[config.mk]
export PLATFORM = sky130hd
export DESIGN_NAME = mips_multicycle_control
export DESIGN_NICKNAME = d
export VERILOG_FILES = /design/src/rtl/mips_multicycle_control.sv
export SDC_FILE = /design/constraint.sdc
export NUM_CORES = 1
export LEC_CHECK = 0
export BUFFER_PORTS_ARGS = -buffer_cell sky130_fd_sc_hd__buf_2
export CAP_MARGIN = 20
export CORE_MARGIN = 3
export CORE_UTILIZATION = 50
export DETAILED_ROUTE_END_ITERATION = 12
export PLACE_DENSITY_LB_ADDON = 0.3
export SYNTH_ARGS = -nofsm -noshare
export SYNTH_HDL_FRONTEND = slang
export SYNTH_SLANG_ARGS = --single-unit
[constraint.sdc]
create_clock -name clk -period 2.45 [get_ports clk]
set_clock_uncertainty 0.2 [all_clocks]
set_input_delay 0.49 -clock clk [delete_from_list [all_inputs] [get_ports clk]]
set_output_delay 0.49 -clock clk [all_outputs]
set_load 0.005 [all_outputs]
[src/rtl/mips_multicycle_control.sv]
// Multi-cycle main control unit for a shared-memory, shared-ALU MIPS datapath.
// Sequences each instruction through fetch/decode/execute/memory/writeback and
// bounds every memory access with a wait counter (MEM_TIMEOUT, 0 = unbounded).
// Optional build macro: MC_CTRL_TRAP_EN -- unknown opcodes park the FSM in TRAP
// and expose a 'trap' output; without it unknown opcodes retire as NOPs.
//
// state    | meaning
// ---------+-----------------------------------------------------------
// IDLE     | waiting for run, all outputs low
// FETCH    | read instruction at PC, PC <= PC + 4 on mem_ready
// DECODE   | branch target into ALUOut, dispatch on opcode
// EXEC_R   | R-type ALU operation (funct decoded downstream)
// EXEC_I   | immediate ALU operation (ori / addiu / lui)
// WB_ALU   | write ALUOut to register file, retire
// MEM_ADDR | load/store effective address
// MEM_RD   | data read, wait for mem_ready
// MEM_WR   | data write, retire on mem_ready
// WB_MEM   | write MDR to register file, retire
// BRANCH   | beq compare, PC <= ALUOut when zero, retire
// JUMP     | PC <= jump target, retire
// TRAP     | unknown opcode, held until reset (MC_CTRL_TRAP_EN only)
module mips_multicycle_control #(
  parameter int OPCODE_W    = 6,
  parameter int ALUOP_W     = 3,
  parameter int MEM_TIMEOUT = 255
) (
  input  logic                clk,
  input  logic                rst,
  input  logic                run,
  input  logic [OPCODE_W-1:0] opcode,
  input  logic                zero,
  input  logic                mem_ready,
  output logic                mem_req,
  output logic                mem_we,
  output logic                i_or_d,
  output logic                ir_write,
  output logic                pc_write,
  output logic                pc_write_cond,
  output logic [1:0]          pc_source,
  output logic                alu_src_a,
  output logic [1:0]          alu_src_b,
  output logic                ext_zero,
  output logic [ALUOP_W-1:0]  alu_op,
  output logic                reg_dst,
  output logic                mem_to_reg,
  output logic                reg_write,
  output logic                instr_done,
  output logic                mem_err,
  output logic                busy
`ifdef MC_CTRL_TRAP_EN
  ,
  output logic                trap
`endif
);

  localparam logic [OPCODE_W-1:0] OP_RTYPE = OPCODE_W'(6'b000000);
  localparam logic [OPCODE_W-1:0] OP_LW    = OPCODE_W'(6'b100011);
  localparam logic [OPCODE_W-1:0] OP_SW    = OPCODE_W'(6'b101011);
  localparam logic [OPCODE_W-1:0] OP_BEQ   = OPCODE_W'(6'b000100);
  localparam logic [OPCODE_W-1:0] OP_J     = OPCODE_W'(6'b000010);
  localparam logic [OPCODE_W-1:0] OP_ORI   = OPCODE_W'(6'b001101);
  localparam logic [OPCODE_W-1:0] OP_ADDIU = OPCODE_W'(6'b001001);
  localparam logic [OPCODE_W-1:0] OP_LUI   = OPCODE_W'(6'b001111);

  localparam logic [ALUOP_W-1:0] ALU_ADD   = ALUOP_W'(3'b000);
  localparam logic [ALUOP_W-1:0] ALU_SUB   = ALUOP_W'(3'b001);
  localparam logic [ALUOP_W-1:0] ALU_FUNCT = ALUOP_W'(3'b010);
  localparam logic [ALUOP_W-1:0] ALU_OR    = ALUOP_W'(3'b011);
  localparam logic [ALUOP_W-1:0] ALU_LUI   = ALUOP_W'(3'b100);

  localparam int              CNT_W      = (MEM_TIMEOUT > 0) ? $clog2(MEM_TIMEOUT + 1) : 1;
  localparam logic [CNT_W-1:0] CNT_MAX   = CNT_W'(MEM_TIMEOUT);
  localparam bit              TIMEOUT_EN = (MEM_TIMEOUT > 0);

  typedef enum logic [3:0] {
    IDLE, FETCH, DECODE, EXEC_R, EXEC_I, WB_ALU, MEM_ADDR,
    MEM_RD, MEM_WR, WB_MEM, BRANCH, JUMP, TRAP
  } state_t;

  state_t           state, state_next, retire_state;
  logic [CNT_W-1:0] wait_cnt, wait_cnt_next;
  logic             mem_state, timeout;
  logic             zero_unused;

  // zero only qualifies pc_write_cond inside the datapath
  assign zero_unused  = zero;
  assign retire_state = run ? FETCH : IDLE;
  assign mem_state    = (state == FETCH) || (state == MEM_RD) || (state == MEM_WR);
  assign timeout      = TIMEOUT_EN && mem_state && !mem_ready && (wait_cnt == CNT_MAX);

  // State register and memory wait counter
  always_ff @(posedge clk or posedge rst) begin
    if (rst) begin
      state    <= IDLE;
      wait_cnt <= '0;
    end else begin
      state    <= state_next;
      wait_cnt <= wait_cnt_next;
    end
  end

  // Wait counter: cleared whenever the access ends or a state is (re)entered
  always_comb begin
    wait_cnt_next = '0;
    if (mem_state && !mem_ready && !timeout)
      wait_cnt_next = (wait_cnt == CNT_MAX) ? wait_cnt : wait_cnt + CNT_W'(1);
  end

  // Next-state and output decode
  always_comb begin
    state_next    = state;
    mem_req       = 1'b0;
    mem_we        = 1'b0;
    i_or_d        = 1'b0;
    ir_write      = 1'b0;
    pc_write      = 1'b0;
    pc_write_cond = 1'b0;
    pc_source     = 2'b00;
    alu_src_a     = 1'b0;
    alu_src_b     = 2'b00;
    ext_zero      = 1'b0;
    alu_op        = ALU_ADD;
    reg_dst       = 1'b0;
    mem_to_reg    = 1'b0;
    reg_write     = 1'b0;
    instr_done    = 1'b0;
    mem_err       = timeout;
    busy          = (state != IDLE);
`ifdef MC_CTRL_TRAP_EN
    trap          = 1'b0;
`endif
    case (state)
      IDLE: if (run) state_next = FETCH;
      FETCH: begin
        mem_req   = 1'b1;
        alu_src_b = 2'b01;
        if (mem_ready) begin
          ir_write   = 1'b1;
          pc_write   = 1'b1;
          state_next = DECODE;
        end else if (timeout) begin
          state_next = FETCH;
        end
      end
      DECODE: begin
        alu_src_b = 2'b11;
        case (opcode)
          OP_RTYPE:                state_next = EXEC_R;
          OP_LW, OP_SW:            state_next = MEM_ADDR;
          OP_BEQ:                  state_next = BRANCH;
          OP_J:                    state_next = JUMP;
          OP_ORI, OP_ADDIU, OP_LUI: state_next = EXEC_I;
          default: begin
`ifdef MC_CTRL_TRAP_EN
            state_next = TRAP;
`else
            instr_done = 1'b1;
            state_next = retire_state;
`endif
          end
        endcase
      end
      EXEC_R: begin
        alu_src_a  = 1'b1;
        alu_op     = ALU_FUNCT;
        state_next = WB_ALU;
      end
      EXEC_I: begin
        alu_src_a = 1'b1;
        alu_src_b = 2'b10;
        if (opcode == OP_ORI) begin
          alu_op   = ALU_OR;
          ext_zero = 1'b1;
        end else if (opcode == OP_LUI) begin
          alu_op = ALU_LUI;
        end
        state_next = WB_ALU;
      end
      WB_ALU: begin
        reg_write  = 1'b1;
        reg_dst    = (opcode == OP_RTYPE);
        instr_done = 1'b1;
        state_next = retire_state;
      end
      MEM_ADDR: begin
        alu_src_a  = 1'b1;
        alu_src_b  = 2'b10;
        state_next = (opcode == OP_LW) ? MEM_RD : MEM_WR;
      end
      MEM_RD: begin
        mem_req = 1'b1;
        i_or_d  = 1'b1;
        if (mem_ready)    state_next = WB_MEM;
        else if (timeout) state_next = FETCH;
      end
      MEM_WR: begin
        mem_req = 1'b1;
        mem_we  = 1'b1;
        i_or_d  = 1'b1;
        if (mem_ready) begin
          instr_done = 1'b1;
          state_next = retire_state;
        end else if (timeout) begin
          state_next = FETCH;
        end
      end
      WB_MEM: begin
        reg_write  = 1'b1;
        mem_to_reg = 1'b1;
        instr_done = 1'b1;
        state_next = retire_state;
      end
      BRANCH: begin
        alu_src_a     = 1'b1;
        alu_op        = ALU_SUB;
        pc_write_cond = 1'b1;
        pc_source     = 2'b01;
        instr_done    = 1'b1;
        state_next    = retire_state;
      end
      JUMP: begin
        pc_write   = 1'b1;
        pc_source  = 2'b10;
        instr_done = 1'b1;
        state_next = retire_state;
      end
      TRAP: begin
`ifdef MC_CTRL_TRAP_EN
        trap = 1'b1;
`endif
      end
      default: state_next = IDLE;
    endcase
  end

endmodule

=== Word-level counts from Yosys, hierarchy flattened ===
Cells that the tools add are included.

* Register bits: 12
* Input port bits: 11
* Output and inout port bits: 21
* Word-level logic and storage cells: 78

* Add/subtract/negate cells: 1
* Equality and inequality tests: 22
* Muxes and demuxes: 31
* Bitwise logic cells: 1
* Reductions and logical operators: 21

{| class="wikitable"
|+ Operators by type and width
! kind !! count
|-
| $pmux W4 S9 || 1
|-
| $mux W4 || 6
|-
| $eq A4 B4 Y1 const B || 5
|-
| $pmux W4 S5 || 1
|-
| $eq A6 B4 Y1 const B || 3
|-
| $eq A4 B3 Y1 const B || 4
|-
| $mux W8 || 2
|-
| $mux W1 || 14
|-
| $eq A6 B6 Y1 const B || 2
|-
| $reduce_or A2 Y1 || 5
|-
| $pmux W3 S3 || 1
|-
| $add A8 B1 Y8 const B || 1
|-
| $eq A4 B2 Y1 const B || 2
|-
| $eq A8 B8 Y1 const B || 1
|-
| $reduce_or A4 Y1 || 2
|-
| $reduce_or A8 Y1 || 1
|-
| $eq A6 B2 Y1 const B || 1
|-
| $eq A6 B3 Y1 const B || 1
|-
| $logic_not A6 Y1 || 1
|-
| $mux W3 || 2
|-
| $pmux W2 S3 || 1
|-
| $reduce_or A3 Y1 || 2
|-
| $eq A4 B1 Y1 const B || 1
|-
| $logic_not A4 Y1 || 1
|-
| 10 further kinds || 15
|}

=== Logic depth before layout (Yosys ltp) ===
* Depth in word-level cells: 8
* Gate-level depth with buffers: 6
* Depth with buffers taken out: 5

=== Least setup slack after synthesis ===
OpenSTA, ideal clock, no wires.

* Path type: input to output
* Start point: input mem_ready
* End point: output mem_err
* Arrival time: 1.373 ns
* Data required time: 1.760 ns
* Setup slack: 0.387 ns
* Cell stages on the path: 3
* Path buffers: 0
* Cells stage by stage: or3_1 -> o22a_4 -> nor4_4

* Cells in the longest elaborated chain, start to end: 3

{| class="wikitable"
|+ RTL lines
! element !! RTL line !! text
|-
| start, declared || 32 || <nowiki>input logic mem_ready,</nowiki>
|-
| $logic_not A1 Y1 || 89 || <nowiki>assign timeout = TIMEOUT_EN && mem_state && !mem_ready && (wait_cnt == CNT_MAX);</nowiki>
|-
| $logic_and A1 B1 Y1 (2 in a row) || 89 ||
|-
| end, declared || 48 || <nowiki>output logic mem_err,</nowiki>
|}

No other way between the ends.

=== Worst setup path after layout ===
* Start point: register state[2]
* End point: output alu_op[1]

* Cells in the longest elaborated chain, start to end: 2
* Elaborated cells on any way between the ends: 4
* Classes of those cells: eq/ne (3); mux (1)

{| class="wikitable"
|+ RTL lines
! element !! RTL line !! text
|-
| start, declared || 80 || <nowiki>state_t state, state_next, retire_state;</nowiki>
|-
| start signal, assigned || 97 || <nowiki>state <= state_next;</nowiki>
|-
| $eq A4 B4 Y1, or another cell as far along || 132 || <nowiki>case (state)</nowiki>
|-
| $pmux W3 S3 * || 132 ||
|-
| end, declared || 43 || <nowiki>output logic [ALUOP_W-1:0] alu_op,</nowiki>
|}

Mark *: on every way between the ends. The rest lies on a longest branch, timed or not.

==> impl_metrics.ini <==
[synth]
syn_nets = 152
ys_ff_latch = 12
synth_ff_type = dfrtp_1
synth_edf_count = 0
yosys_warnings = 0
synth.most_common_cell = nor2_1
yosysTopAreaCellShare_pct = 27.6
synth.distinct_cells = 44
avgSynthCellArea_um2 = 7.76
yosys-top-cells-count = nor2_1 (16), nand2_1 (15), dfrtp_1 (12)
yosys-top-cells-area = dfrtp_1 (28%), nor2_1 (5.5%), nand2_1 (5.2%)
syn_area_um2 = 1090
syn_inst = 140
synth_area_leader_cell = dfrtp_1
synth.yosys.seq_area_share_pct = 27.6
synthArstFlopShare_pct = 100

[global_routing]
grt_pass1_wl_um = 4910
grt_usage_pct = 23.8
antenna_found_initial = 0
grt_start_max_net_pins = 20
overflow = 0
first_global_vias = 1052

[place]
placed_area_um2 = 1290
dp.final_hpwl_um = 2200
finalWeightedCongestion = 0.843
io_buffers = 30
place_inst = 196
pre_cts_ws_ns = 0.0631

[min_path]
hp-class = in -> async

[clock_network]
clock_path_buffers = 2
cts_sinks = 12
cts_tree = built
root_buffer = clkbuf_4
cts_made_buffers = 3
clk_pin_slew_worst_paths_ns = 0.08
htree_levels = 1
clk_latency_ns = 0.27

[setup_path]
reg2reg_to = state[0]$_DFFE_PP0P_
path_cells = buf_6 > nor3b_4 > nor2b_4 > nand2_1 > o21ai_0 > buf_2
worst_ep_arrival_time_ns = 1.67
crit_buf_inv = 2
path_class = reg -> out
reg2reg_slack_ns = 0.33
cp_top_family = simple AND/OR/NAND/NOR gates
crit_path_start_kind = flop
slowest_stage = dfrtp_1
worst_setup_path_end_kind = primary output
worst-r2r-cell-count = 6
cp_max_fo = 14
r2r-start = state[3]$_DFFE_PP0P_
worstPathRequired_ns = 1.76
critPathMaxStageDelay_ns = 0.41

[timing]
setup_ws_ns = 0.0874
worst_pin_slew_ns = 0.722
max_freq_mhz = 423
fin_crit_sh_pct = 96.4
period_needed_ns = 2.36
max_slew_margin_pct = 50.6
setup_viol = 0
maxSlewViolCount = 0
final_hold_viol_count = 0

[die]
die_area_um2 = 2770
num_rows = 16
die_w_um = 52.6
die_h_um = 52.6
ioPinCount = 32
core_area_um2 = 2000
start_util_pct = 54.3

[routing]
viasPerCell = 5.76
drc = 0
drt_iter0_drc = 39
vias = 1203
postRouteAntennaNets = 0
dr.pass1.iters = 4
wire_per_inst_um = 14.8
routed_wl_um = 3090

[final_layout]
diodes = 0
syn_to_final_growth_pct = 34.7
finalInstanceArea_um2 = 1460
fin_cells = 209
utilization_pct = 73.1
drive_above_1_share_pct = 35.2
fin_nets = 195

[power_and_ir_drop]
ir_worst_vdd_uv = 546
power_leakage_nw = 0.710
power_density_nw_per_um2 = 889
power_mw = 1.30

[outcome]
status = completed

[job]
maxCapViolCount = 0
sequential cells by signal, summed over array words and instances, names as in the netlist:
name      flops
state         4
wait_cnt      8
what timing repair did:
action	CTS	global route
setup buffers	1	8
gates resized for setup	5	9
cloned	0	0
pin swaps	0	2
endpoints found under the setup margin	3	5
hold buffers	0	0
report_power, final:
part	internal, mW	switching (mW)	total, mW	leakage (nW)
Combinational	0.419	0.449	0.868	0.527
Sequential	0.236	0.0405	0.277	0.162
Clock	0.0904	0.0658	0.156	0.0210
Total	0.745	0.556	1.30	0.710
cell families after synthesis:
logic type | count (synthesis) | synth area share, %
compound gates | 32 | 21.8
xor+xnor | 10 | 8.06
fa+ha+maj | 1 | 1.15
buf+inv | 13 | 4.95
flops | 12 | 27.6
mux | 1 | 0.922
simple gates | 71 | 35.5
placed cells by master (no fill, tap or decap), types with 2 or more instances in the layout:
cell type,synthesis,final
clkbuf_4,0,3
o31ai_1,4,4
nor2_1,16,15
nand2_1,15,15
and3_1,4,4
a21oi_1,5,5
nand2b_1,7,7
nor2b_1,9,8
inv_1,3,3
nor3_1,4,3
xor2_1,4,4
o21bai_1,2,2
xnor2_1,6,6
buf_4,1,15
nand3_1,6,6
o21ai_0,5,5
buf_6,0,2
o32ai_1,2,2
dfrtp_1,12,11
buf_2,1,30
stage by stage:
stage / setup TNS [ns] / hold slack [ns]
floorplan: 0 / 0.155
global placement: 0 / 0.265
detailed placement: 0 / 0.288
CTS: 0 / 0.0148
global route: -0.00563 / 0.0466
finish: 0 / 0.000177
per-layer routing:
metal  GRT usage (%)  part of all wire, %  vias up
met5               0                    0        -
met4            4.68                    0        0
met3            5.41                  7.2        0
met2            40.1                   49       53
met1            30.8                   44      562
li1                -                    -      588
layout make-up:
cell class,instances,area [µm²]
multi-input cells,115,779
well taps,27,33.8
repair buffers,48,300
clock buffers,4,36.3
inverters,3,11.3
fillers,172,539
flip-flops and latches,12,302
worst max path at each step:
| stage | startpoint | endpoint | slack [ns] | cells past startpoint |
|---|---|---|---|---|
| floorplan | mem_ready | mem_err | 0.39 | 3 |
| global placement | mem_ready | mem_err | 0.18 | 5 |
| detailed placement | opcode[4] | alu_op[1] | 0.06 | 6 |
| CTS | state[1]$_DFFE_PP0P_ | mem_err | 0.002 | 5 |
| global route | state[2]$_DFFE_PP0P_ | alu_op[1] | -0.006 | 6 |
| finish | state[2]$_DFFE_PP0P_ | alu_op[1] | 0.09 | 6 |
Note: power is estimated with default switching activity, not from simulation.
